--- config.mk ---
export PLATFORM = sky130hd
export DESIGN_NAME = bb_oth_uart
export DESIGN_NICKNAME = d
export VERILOG_FILES = /design/src/rtl/bb_oth_uart_pkg.sv /design/src/rtl/bb_oth_uart_sync_fifo.sv /design/src/rtl/bb_oth_uart.sv
export SDC_FILE = /design/constraint.sdc
export NUM_CORES = 1
export LEC_CHECK = 0
export CAP_MARGIN = 20
export CORE_UTILIZATION = 45
export CTS_CLUSTER_SIZE = 20
export DETAILED_ROUTE_END_ITERATION = 8
export SLEW_MARGIN = 20
export SYNTH_ARGS = -nofsm -noshare
export SYNTH_HDL_FRONTEND = slang
export SYNTH_HIERARCHICAL = 1
export SYNTH_SLANG_ARGS = --single-unit
export TNS_END_PERCENT = 50
--- constraint.sdc ---
create_clock -name clk -period 4.7 [get_ports clk]
set_clock_uncertainty 0.05 [all_clocks]
set_input_delay 0.94 -clock clk [delete_from_list [all_inputs] [get_ports clk]]
set_output_delay 0.94 -clock clk [all_outputs]
set_load 0.03 [all_outputs]
--- src/rtl/bb_oth_uart_pkg.sv ---
// Shared constants for the bb_oth_uart memory-mapped 8N1 serial port:
// register offsets, STATUS bit positions and the bit-level FSM encoding.
package bb_oth_uart_pkg;

  localparam logic [1:0] UART_REG_TXDATA  = 2'd0;
  localparam logic [1:0] UART_REG_RXDATA  = 2'd1;
  localparam logic [1:0] UART_REG_STATUS  = 2'd2;
  localparam logic [1:0] UART_REG_BAUDDIV = 2'd3;

  localparam int ST_TXFULL         = 0;
  localparam int ST_TXEMPTY        = 1;
  localparam int ST_RXEMPTY        = 2;
  localparam int ST_RXFULL         = 3;
  localparam int ST_TXOVF          = 4;
  localparam int ST_RXOVF          = 5;
  localparam int ST_FRAMEERR       = 6;
  localparam int ST_TXBUSY         = 7;
  localparam int ST_IRQ_EN_RX      = 8;
  localparam int ST_IRQ_EN_TXEMPTY = 9;
  localparam int ST_LOOPBACK       = 10;

  typedef enum logic [1:0] {
    UART_IDLE  = 2'd0,
    UART_START = 2'd1,
    UART_DATA  = 2'd2,
    UART_STOP  = 2'd3
  } uart_state_e;

endpackage

--- src/rtl/bb_oth_uart_sync_fifo.sv ---
// bb_sync_fifo: synchronous FIFO with a combinational head. Push into a full
// FIFO is honoured only when a pop happens in the same cycle.
module bb_sync_fifo #(
  parameter int WIDTH = 8,
  parameter int DEPTH = 4
) (
  input  logic             clk,
  input  logic             rst,
  input  logic             push,
  input  logic             pop,
  input  logic [WIDTH-1:0] wdata,
  output logic [WIDTH-1:0] rdata,
  output logic             full,
  output logic             empty
);

  localparam int AW = (DEPTH > 1) ? $clog2(DEPTH) : 1;
  localparam int CW = $clog2(DEPTH) + 1;

  logic [WIDTH-1:0] mem [DEPTH];
  logic [AW-1:0]    wptr;
  logic [AW-1:0]    rptr;
  logic [CW-1:0]    count;
  logic             do_push;
  logic             do_pop;

  assign full    = (count == CW'(DEPTH));
  assign empty   = (count == '0);
  assign do_pop  = pop & ~empty;
  assign do_push = push & (~full | pop);
  assign rdata   = mem[rptr];

  always_ff @(posedge clk or posedge rst) begin
    if (rst) begin
      wptr  <= '0;
      rptr  <= '0;
      count <= '0;
    end else begin
      if (do_push) wptr <= wptr + 1'b1;
      if (do_pop)  rptr <= rptr + 1'b1;
      case ({do_push, do_pop})
        2'b10:   count <= count + 1'b1;
        2'b01:   count <= count - 1'b1;
        default: ;
      endcase
    end
  end

  always_ff @(posedge clk) begin
    if (do_push) mem[wptr] <= wdata;
  end

endmodule

--- src/rtl/bb_oth_uart.sv ---
// bb_oth_uart: 8N1 UART behind the core's oth_* bus with TX/RX FIFOs, STATUS
// and a level interrupt. Define BB_UART_LOOPBACK_EN for the STATUS[10] loopback.
module bb_oth_uart
  import bb_oth_uart_pkg::*;
#(
  parameter int                    DATA_WIDTH = 16,
  parameter logic [DATA_WIDTH-1:0] BASE_ADDR  = 16'hFF00,
  parameter int                    FIFO_DEPTH = 4,
  parameter logic [15:0]           DIV_RESET  = 16'd217
) (
  input  logic                  clk,
  input  logic                  rst,
  input  logic                  i_oth_oen,
  input  logic                  i_oth_ien,
  input  logic [DATA_WIDTH-1:0] i_oth_addr,
  input  logic [DATA_WIDTH-1:0] i_oth_data,
  output logic [DATA_WIDTH-1:0] o_oth_data,
  output logic                  o_txd,
  input  logic                  i_rxd,
  output logic                  o_irq
);

  logic        hit, wr, rd, st_wr;
  logic [1:0]  off;
  logic [15:0] baud_div;
  logic        baud_restart;
  logic        tx_ovf, rx_ovf, frame_err;
  logic        irq_en_rx, irq_en_txempty, loopback;
  logic [15:0] status, rd_word;

  logic        tx_push, tx_pop, tx_full, tx_empty;
  logic [7:0]  tx_rdata;
  logic        rx_push, rx_pop, rx_full, rx_empty;
  logic [7:0]  rx_rdata;

  // A read that collides with a write is suppressed so it neither pops nor returns data.
  assign hit   = (i_oth_addr[DATA_WIDTH-1:2] == BASE_ADDR[DATA_WIDTH-1:2]);
  assign off   = i_oth_addr[1:0];
  assign wr    = i_oth_ien & hit;
  assign rd    = i_oth_oen & ~i_oth_ien & hit;
  assign st_wr = wr & (off == UART_REG_STATUS);

  assign tx_push = wr & (off == UART_REG_TXDATA);
  assign rx_pop  = rd & (off == UART_REG_RXDATA) & ~rx_empty;

  bb_sync_fifo #(.WIDTH(8), .DEPTH(FIFO_DEPTH)) u_tx_fifo (
    .clk(clk), .rst(rst), .push(tx_push), .pop(tx_pop),
    .wdata(i_oth_data[7:0]), .rdata(tx_rdata), .full(tx_full), .empty(tx_empty)
  );

  // ---------------- TX bit engine ----------------
  uart_state_e tx_state, tx_next;
  logic [15:0] tx_cnt;
  logic [2:0]  tx_bit;
  logic [7:0]  tx_shift;
  logic        tx_tick, txd_d, txd_q, tx_busy;

  assign tx_tick = (tx_cnt == 16'd0);
  assign tx_busy = (tx_state != UART_IDLE);

  always_ff @(posedge clk or posedge rst) begin
    if (rst) tx_state <= UART_IDLE;
    else     tx_state <= tx_next;
  end

  always_comb begin
    tx_next = tx_state;
    case (tx_state)
      UART_IDLE:  if (!tx_empty) tx_next = UART_START;
      UART_START: if (tx_tick) tx_next = UART_DATA;
      UART_DATA:  if (tx_tick && tx_bit == 3'd7) tx_next = UART_STOP;
      UART_STOP:  if (tx_tick) tx_next = tx_empty ? UART_IDLE : UART_START;
      default:    tx_next = UART_IDLE;
    endcase
  end

  always_comb begin
    tx_pop = 1'b0;
    txd_d  = 1'b1;
    case (tx_state)
      UART_IDLE:  tx_pop = ~tx_empty;
      UART_START: txd_d  = 1'b0;
      UART_DATA:  txd_d  = tx_shift[0];
      UART_STOP:  tx_pop = tx_tick & ~tx_empty;
      default:    ;
    endcase
  end

  // The counter sits at the full divider in IDLE so every state lasts BAUDDIV+1 cycles.
  always_ff @(posedge clk or posedge rst) begin
    if (rst) begin
      tx_cnt   <= DIV_RESET;
      tx_bit   <= 3'd0;
      tx_shift <= 8'd0;
      txd_q    <= 1'b1;
    end else begin
      txd_q <= txd_d;
      if (baud_restart || tx_state == UART_IDLE || tx_tick) tx_cnt <= baud_div;
      else                                                  tx_cnt <= tx_cnt - 16'd1;
      if (tx_pop) begin
        tx_shift <= tx_rdata;
      end else if (tx_state == UART_DATA && tx_tick) begin
        tx_shift <= {1'b0, tx_shift[7:1]};
        tx_bit   <= tx_bit + 3'd1;
      end
    end
  end

  assign o_txd = txd_q | loopback;

  // ---------------- RX bit engine ----------------
  uart_state_e rx_state, rx_next;
  logic        rx_s1, rx_s2, rx_prev, rx_fall, rx_tick, rx_ferr_set;
  logic [15:0] rx_cnt;
  logic [2:0]  rx_bit;
  logic [7:0]  rx_shift;

  assign rx_fall = rx_prev & ~rx_s2;
  assign rx_tick = (rx_cnt == 16'd0);

  always_ff @(posedge clk or posedge rst) begin
    if (rst) begin
      rx_s1   <= 1'b1;
      rx_s2   <= 1'b1;
      rx_prev <= 1'b1;
    end else begin
      rx_s1   <= loopback ? txd_q : i_rxd;
      rx_s2   <= rx_s1;
      rx_prev <= rx_s2;
    end
  end

  always_ff @(posedge clk or posedge rst) begin
    if (rst) rx_state <= UART_IDLE;
    else     rx_state <= rx_next;
  end

  always_comb begin
    rx_next = rx_state;
    case (rx_state)
      UART_IDLE:  if (rx_fall) rx_next = UART_START;
      UART_START: if (rx_tick) rx_next = rx_s2 ? UART_IDLE : UART_DATA;
      UART_DATA:  if (rx_tick && rx_bit == 3'd7) rx_next = UART_STOP;
      UART_STOP:  if (rx_tick) rx_next = UART_IDLE;
      default:    rx_next = UART_IDLE;
    endcase
  end

  always_comb begin
    rx_push     = 1'b0;
    rx_ferr_set = 1'b0;
    if (rx_state == UART_STOP && rx_tick) begin
      rx_push     = rx_s2;
      rx_ferr_set = ~rx_s2;
    end
  end

  // Idle holds half a bit so the first sample lands mid start bit.
  always_ff @(posedge clk or posedge rst) begin
    if (rst) begin
      rx_cnt   <= DIV_RESET >> 1;
      rx_bit   <= 3'd0;
      rx_shift <= 8'd0;
    end else begin
      if (baud_restart)                rx_cnt <= baud_div;
      else if (rx_state == UART_IDLE)  rx_cnt <= baud_div >> 1;
      else if (rx_tick)                rx_cnt <= baud_div;
      else                             rx_cnt <= rx_cnt - 16'd1;
      if (rx_state == UART_DATA && rx_tick) begin
        rx_shift <= {rx_s2, rx_shift[7:1]};
        rx_bit   <= rx_bit + 3'd1;
      end
    end
  end

  bb_sync_fifo #(.WIDTH(8), .DEPTH(FIFO_DEPTH)) u_rx_fifo (
    .clk(clk), .rst(rst), .push(rx_push), .pop(rx_pop),
    .wdata(rx_shift), .rdata(rx_rdata), .full(rx_full), .empty(rx_empty)
  );

  // ---------------- Registers, status, interrupt ----------------
  always_ff @(posedge clk or posedge rst) begin
    if (rst) begin
      baud_div       <= DIV_RESET;
      baud_restart   <= 1'b0;
      tx_ovf         <= 1'b0;
      rx_ovf         <= 1'b0;
      frame_err      <= 1'b0;
      irq_en_rx      <= 1'b0;
      irq_en_txempty <= 1'b0;
      o_irq          <= 1'b0;
    end else begin
      baud_restart <= wr & (off == UART_REG_BAUDDIV);
      if (wr && off == UART_REG_BAUDDIV) baud_div <= i_oth_data[15:0];
      if (st_wr) begin
        irq_en_rx      <= i_oth_data[ST_IRQ_EN_RX];
        irq_en_txempty <= i_oth_data[ST_IRQ_EN_TXEMPTY];
      end
      // New events win over a same-cycle clear so none is lost.
      tx_ovf    <= (tx_ovf & ~(st_wr & i_oth_data[ST_TXOVF])) | (tx_push & tx_full & ~tx_pop);
      rx_ovf    <= (rx_ovf & ~(st_wr & i_oth_data[ST_RXOVF])) | (rx_push & rx_full & ~rx_pop);
      frame_err <= (frame_err & ~(st_wr & i_oth_data[ST_FRAMEERR])) | rx_ferr_set;
      o_irq     <= (irq_en_rx & ~rx_empty) | (irq_en_txempty & tx_empty & ~tx_busy);
    end
  end

`ifdef BB_UART_LOOPBACK_EN
  always_ff @(posedge clk or posedge rst) begin
    if (rst)        loopback <= 1'b0;
    else if (st_wr) loopback <= i_oth_data[ST_LOOPBACK];
  end
`else
  assign loopback = 1'b0;
`endif

  always_comb begin
    status                    = '0;
    status[ST_TXFULL]         = tx_full;
    status[ST_TXEMPTY]        = tx_empty;
    status[ST_RXEMPTY]        = rx_empty;
    status[ST_RXFULL]         = rx_full;
    status[ST_TXOVF]          = tx_ovf;
    status[ST_RXOVF]          = rx_ovf;
    status[ST_FRAMEERR]       = frame_err;
    status[ST_TXBUSY]         = tx_busy;
    status[ST_IRQ_EN_RX]      = irq_en_rx;
    status[ST_IRQ_EN_TXEMPTY] = irq_en_txempty;
    status[ST_LOOPBACK]       = loopback;
  end

  always_comb begin
    rd_word = '0;
    if (rd) begin
      case (off)
        UART_REG_RXDATA:  if (!rx_empty) rd_word[7:0] = rx_rdata;
        UART_REG_STATUS:  rd_word = status;
        UART_REG_BAUDDIV: rd_word = baud_div;
        default:          ;
      endcase
    end
  end

  assign o_oth_data = DATA_WIDTH'(rd_word);

endmodule

==> reports/results.txt, run 1 <==
The flow ran to the end, and the final reports show no timing, DRC or antenna violations. Leaving out fill and tap cells, the most frequent cell in the layout is dfrtp_1. The logs give 607 for the post-synthesis cell count and 236 MHz for the highest clock frequency the design can meet. The critical path contains buffers and inverters numbering 3 combined. Dividing the detail-routed via count by the number of cells gives 5.54. The mean cell area of the mapped netlist is 12.8 sq um, and the global placement routability congestion is 0.840. The startpoint identified for the worst register-to-register timing path is rx_cnt[7]. The post-synthesis register bit count was 163; the y dimension of the die was 133 um. The clock latency of the later-clocked register in the worst-skew pair was 0.42 ns. The top cell types in the final layout, fill and taps aside, are dfrtp_1 (81), edfxtp_1 (64), nand2_1 (42).

The run gives 0.570 as the sequential-to-total area share from yosys stat. The actual slew at the worst max-slew pin works out to 1.07 ns. The max-slew violation total from the final report came out at 0. The H-tree was split into 4 levels.

The number of antenna violations at the first check in global routing is 0. The repair_antennas step left the layout with diodes totalling 0. After clock tree synthesis, the clock-pin slew on the worst setup and hold paths is 0.06 ns. For the global-route wire length before repair, the log shows 27600 um. The cell area that synthesis handed to floorplanning was 7760 sq um. The fraction of met1 tracks used by global routing is 0.263, and the residual antenna-violating net count after detailed routing is 0.

The sequential cells in the finished layout cover a total of 4420 sq um. The part of the cycle the worst path needs came out at 0.900. Among all flip-flop cells after synthesis, the most frequent one is dfrtp_1.

In this run the worst hold path is classified as reg2reg. Clock tree synthesis found a total of 163 sinks. The peak-usage layer in the global routing report was met2. The met2 track demand over resource in global routing was 0.343. The area enclosed by the die boundary came out at 17800 sq um.

The logs give 0 for the count of final setup violators and 12000 um for the placed wire-length estimate. For the number of distinct library cells after synthesis, the log shows 68. After clock tree synthesis, the repair step resized 0 gates. Traced cell by cell, the critical path runs through clkdlybuf4s50_1 > or4_1 > nor4_1 > nand4b_1 > buf_4 > nor3_1 > and2_1 > buf_4. The number of input and output port buffers inserted is 54. The die is 133 um wide.

Cell row count: 47. In this run the most critical hold path is launched from rx_s1. The tools report the net total in the final layout as 732. Across the run, the number of max-cap violations was 0. The reg-to-reg setup timing slack was 1.53 ns. STA classifies the critical path endpoint as a primary output. The worst setup path is launched from a primary input. The combinational power share came out at 0.163. After routing the design area is 9080 sq um. The number of nets handed over by synthesis was 667.

The run gives 0.0411 as the global routing usage on met3. For the post-CTS repair timing setup buffer count, the log shows 0. The root buffer cell chosen for the clock tree is clkbuf_16. From synthesis to final layout, the design area changed by 17.1%. 55 I/O pins were placed. The internal power is 2740 uW. The slowest stage of the critical path is the or4_1 cell.

Fill cells in the final layout number 1414. For the core utilization of the finished layout, the log shows 0.544. After detailed routing, the number of remaining DRC violations is 0.

Along the worst path, the maximum fanout reaches 13. The tools report the clock network fraction of total power as 0.346. The region available for standard cell placement spans 16700 sq um.

The run gives 0.282 mV as the maximum ir drop on the vdd rail. The count of flip-flops with a built-in enable after synthesis works out to 64. The worst setup path category is in2out.

The reported leakage power is 0.00365 uW. Counting stages on the worst path, the most repeated cell is buf_4. Buffers inserted to repair hold after CTS numbered 0.

The number of iterations in the first detailed-routing pass was 4; the TritonCTS buffer count was 17. Area after detailed placement: 8530 sq um. The maximum single-stage delay on the critical path is 0.55 ns, and the normalized max-slew margin is 0.287.

The register share of total power was 0.491; the largest net degree at the start of global routing was 32. The tools report the effective utilization at floorplan as 0.465. The share of synthesized registers carrying an async set or reset is 0.607, and the number of global-route vias before repair is 5154.

The switching power share of the total is 0.280, and the total wire length after detailed routing is 16900 um. The remaining global-route overflow is 0, and the final critical-path required period is 4.23 ns. Data arrives at the worst endpoint at 3.24 ns. The initial DRC count is 312, and the switching power summed over all nets is 1060 uW. TritonCTS built the clock tree. The number of warnings issued by yosys is 6. The required time at the endpoint of the critical path was 3.71 ns; the total power density per cell area was 419 nW/um^2. The number of hold-slack violations in the final timing report is 0. The clock passes through at most 2 buffers. The share of cells above drive strength 1 was 0.219; the accumulated negative setup slack was 0 ns.

Detailed routing inserted a total of 5011 vias. Setup repair after global routing left no endpoint under its margin. The cell family contributing the most delay on the critical path is simple AND/OR/NAND/NOR gates. The detail-routed net length per standard cell came out at 18.7 um. The multi-input combinational cells in the finished layout cover a total of 3100 sq um.

In this run the worst setup path begins at i_oth_addr[3]. The tools report the global-route total usage across every layer as 0.204.
## sequential cells by signal (all words and copies together), names as in the netlist, 2 cells and up, named ones only
name	flops
tx_shift	8
rx_bit	3
u_tx_fifo/wptr	2
u_rx_fifo/rptr	2
rx_shift	8
u_rx_fifo/wptr	2
tx_bit	3
rx_cnt	16
u_rx_fifo/mem	32
tx_cnt	16
u_tx_fifo/count	3
u_tx_fifo/rptr	2
u_rx_fifo/count	3
baud_div	16
tx_state	2
u_tx_fifo/mem	32
## cells by family after synthesis
| kind of cell | count (synthesis) | share of synthesized area |
|---|---|---|
| adders and majority gates | 23 | 0.0390 |
| buffers and inverters | 57 | 0.0305 |
| DFF | 163 | 0.570 |
| xor gates and xnor gates | 36 | 0.0406 |
| and+or+nand+nor | 165 | 0.120 |
| muxes | 59 | 0.110 |
| AOI/OAI and AO/OA | 104 | 0.0900 |
## synth_stat cells (17+ instances only)
| master | number | area (sq um) |
|---|---|---|
| nor2_1 | 36 | 135 |
| nor3_1 | 20 | 100 |
| xnor2_1 | 17 | 149 |
| xor2_1 | 19 | 166 |
| mux2_2 | 26 | 293 |
| edfxtp_1 | 64 | 1920 |
| nand2_1 | 42 | 158 |
| ha_1 | 21 | 263 |
| dfstp_2 | 18 | 473 |
| dfrtp_1 | 81 | 2030 |
| inv_1 | 36 | 135 |
| o21ai_0 | 34 | 170 |
## area by class of cell
type / instances / area share
repair buffers: 66 / 0.0650
flip-flops and latches: 163 / 0.487
clock inverters: 14 / 0.0140
inverters: 37 / 0.0154
clock buffers: 18 / 0.0472
well taps: 220 / 0.0303
multi-input cells: 387 / 0.341
## power groups by stage
stage | clock network (uW) | registers [uW] | logic [uW]
final | 1320 | 1870 | 620
after detailed placement | 0 | 1890 | 623
after floorplan | 0 | 1860 | 472
after global routing | 1400 | 1900 | 696
after global placement | 0 | 1880 | 599
after CTS | 1350 | 1860 | 625
## path summary, 6_finish.rpt
kind,to,cells past startpoint
setup / recovery,o_oth_data[13],8
hold / removal,rx_s2,0
setup reg to reg,u_rx_fifo/count[2],13
hold reg to reg,rx_s2,0
max in group asynchronous,rx_s2,3
min in group asynchronous,u_rx_fifo/count[0],2
## through the flow
| step | hold slack (ns) | instances | setup WS (ns) | power, uW |
|---|---|---|---|---|
| 6_report | 0.306 | 905 | 0.469 | 3800 |
| 5_1_grt | 0.314 | 905 | 0.156 | 4000 |
| 4_1_cts | 0.309 | 905 | 0.461 | 3840 |
| 3_5_place_dp | 0.300 | 873 | 0.383 | 2510 |
| 3_3_place_gp | 0.298 | 873 | 0.517 | 2480 |
| 2_1_floorplan | 0.295 | 607 | 0.815 | 2330 |
## per-layer routing
| metal | up-vias | part of all wire | wire (um) |
|---|---|---|---|
| met5 | - | 0 | 0 |
| met4 | 0 | 0.020 | 346 |
| met3 | 18 | 0.034 | 569 |
| met2 | 89 | 0.50 | 8510 |
| met1 | 2552 | 0.44 | 7480 |
| li1 | 2352 | - | - |
(Power assumes the default switching activity.)
==> run 2: changes to the inputs <==
--- a/config.mk
+++ b/config.mk
@@ -7,6 +7,7 @@
 export LEC_CHECK = 0
 export CAP_MARGIN = 20
 export CORE_UTILIZATION = 45
+export CTS_CLUSTER_DIAMETER = 60
 export CTS_CLUSTER_SIZE = 20
 export DETAILED_ROUTE_END_ITERATION = 8
 export SLEW_MARGIN = 20
==> results of run 2 <==
The final DEF is identical to that of run 1; final timing and power are the same.
==> run 3: changes to the inputs <==
--- a/config.mk
+++ b/config.mk
@@ -5,6 +5,7 @@
 export SDC_FILE = /design/constraint.sdc
 export NUM_CORES = 1
 export LEC_CHECK = 0
+export ABC_CLOCK_PERIOD_IN_PS = 4700
 export CAP_MARGIN = 20
 export CORE_UTILIZATION = 45
 export CTS_CLUSTER_DIAMETER = 60
==> results of run 3 <==
The final DEF is identical to that of run 1; final timing and power are the same.
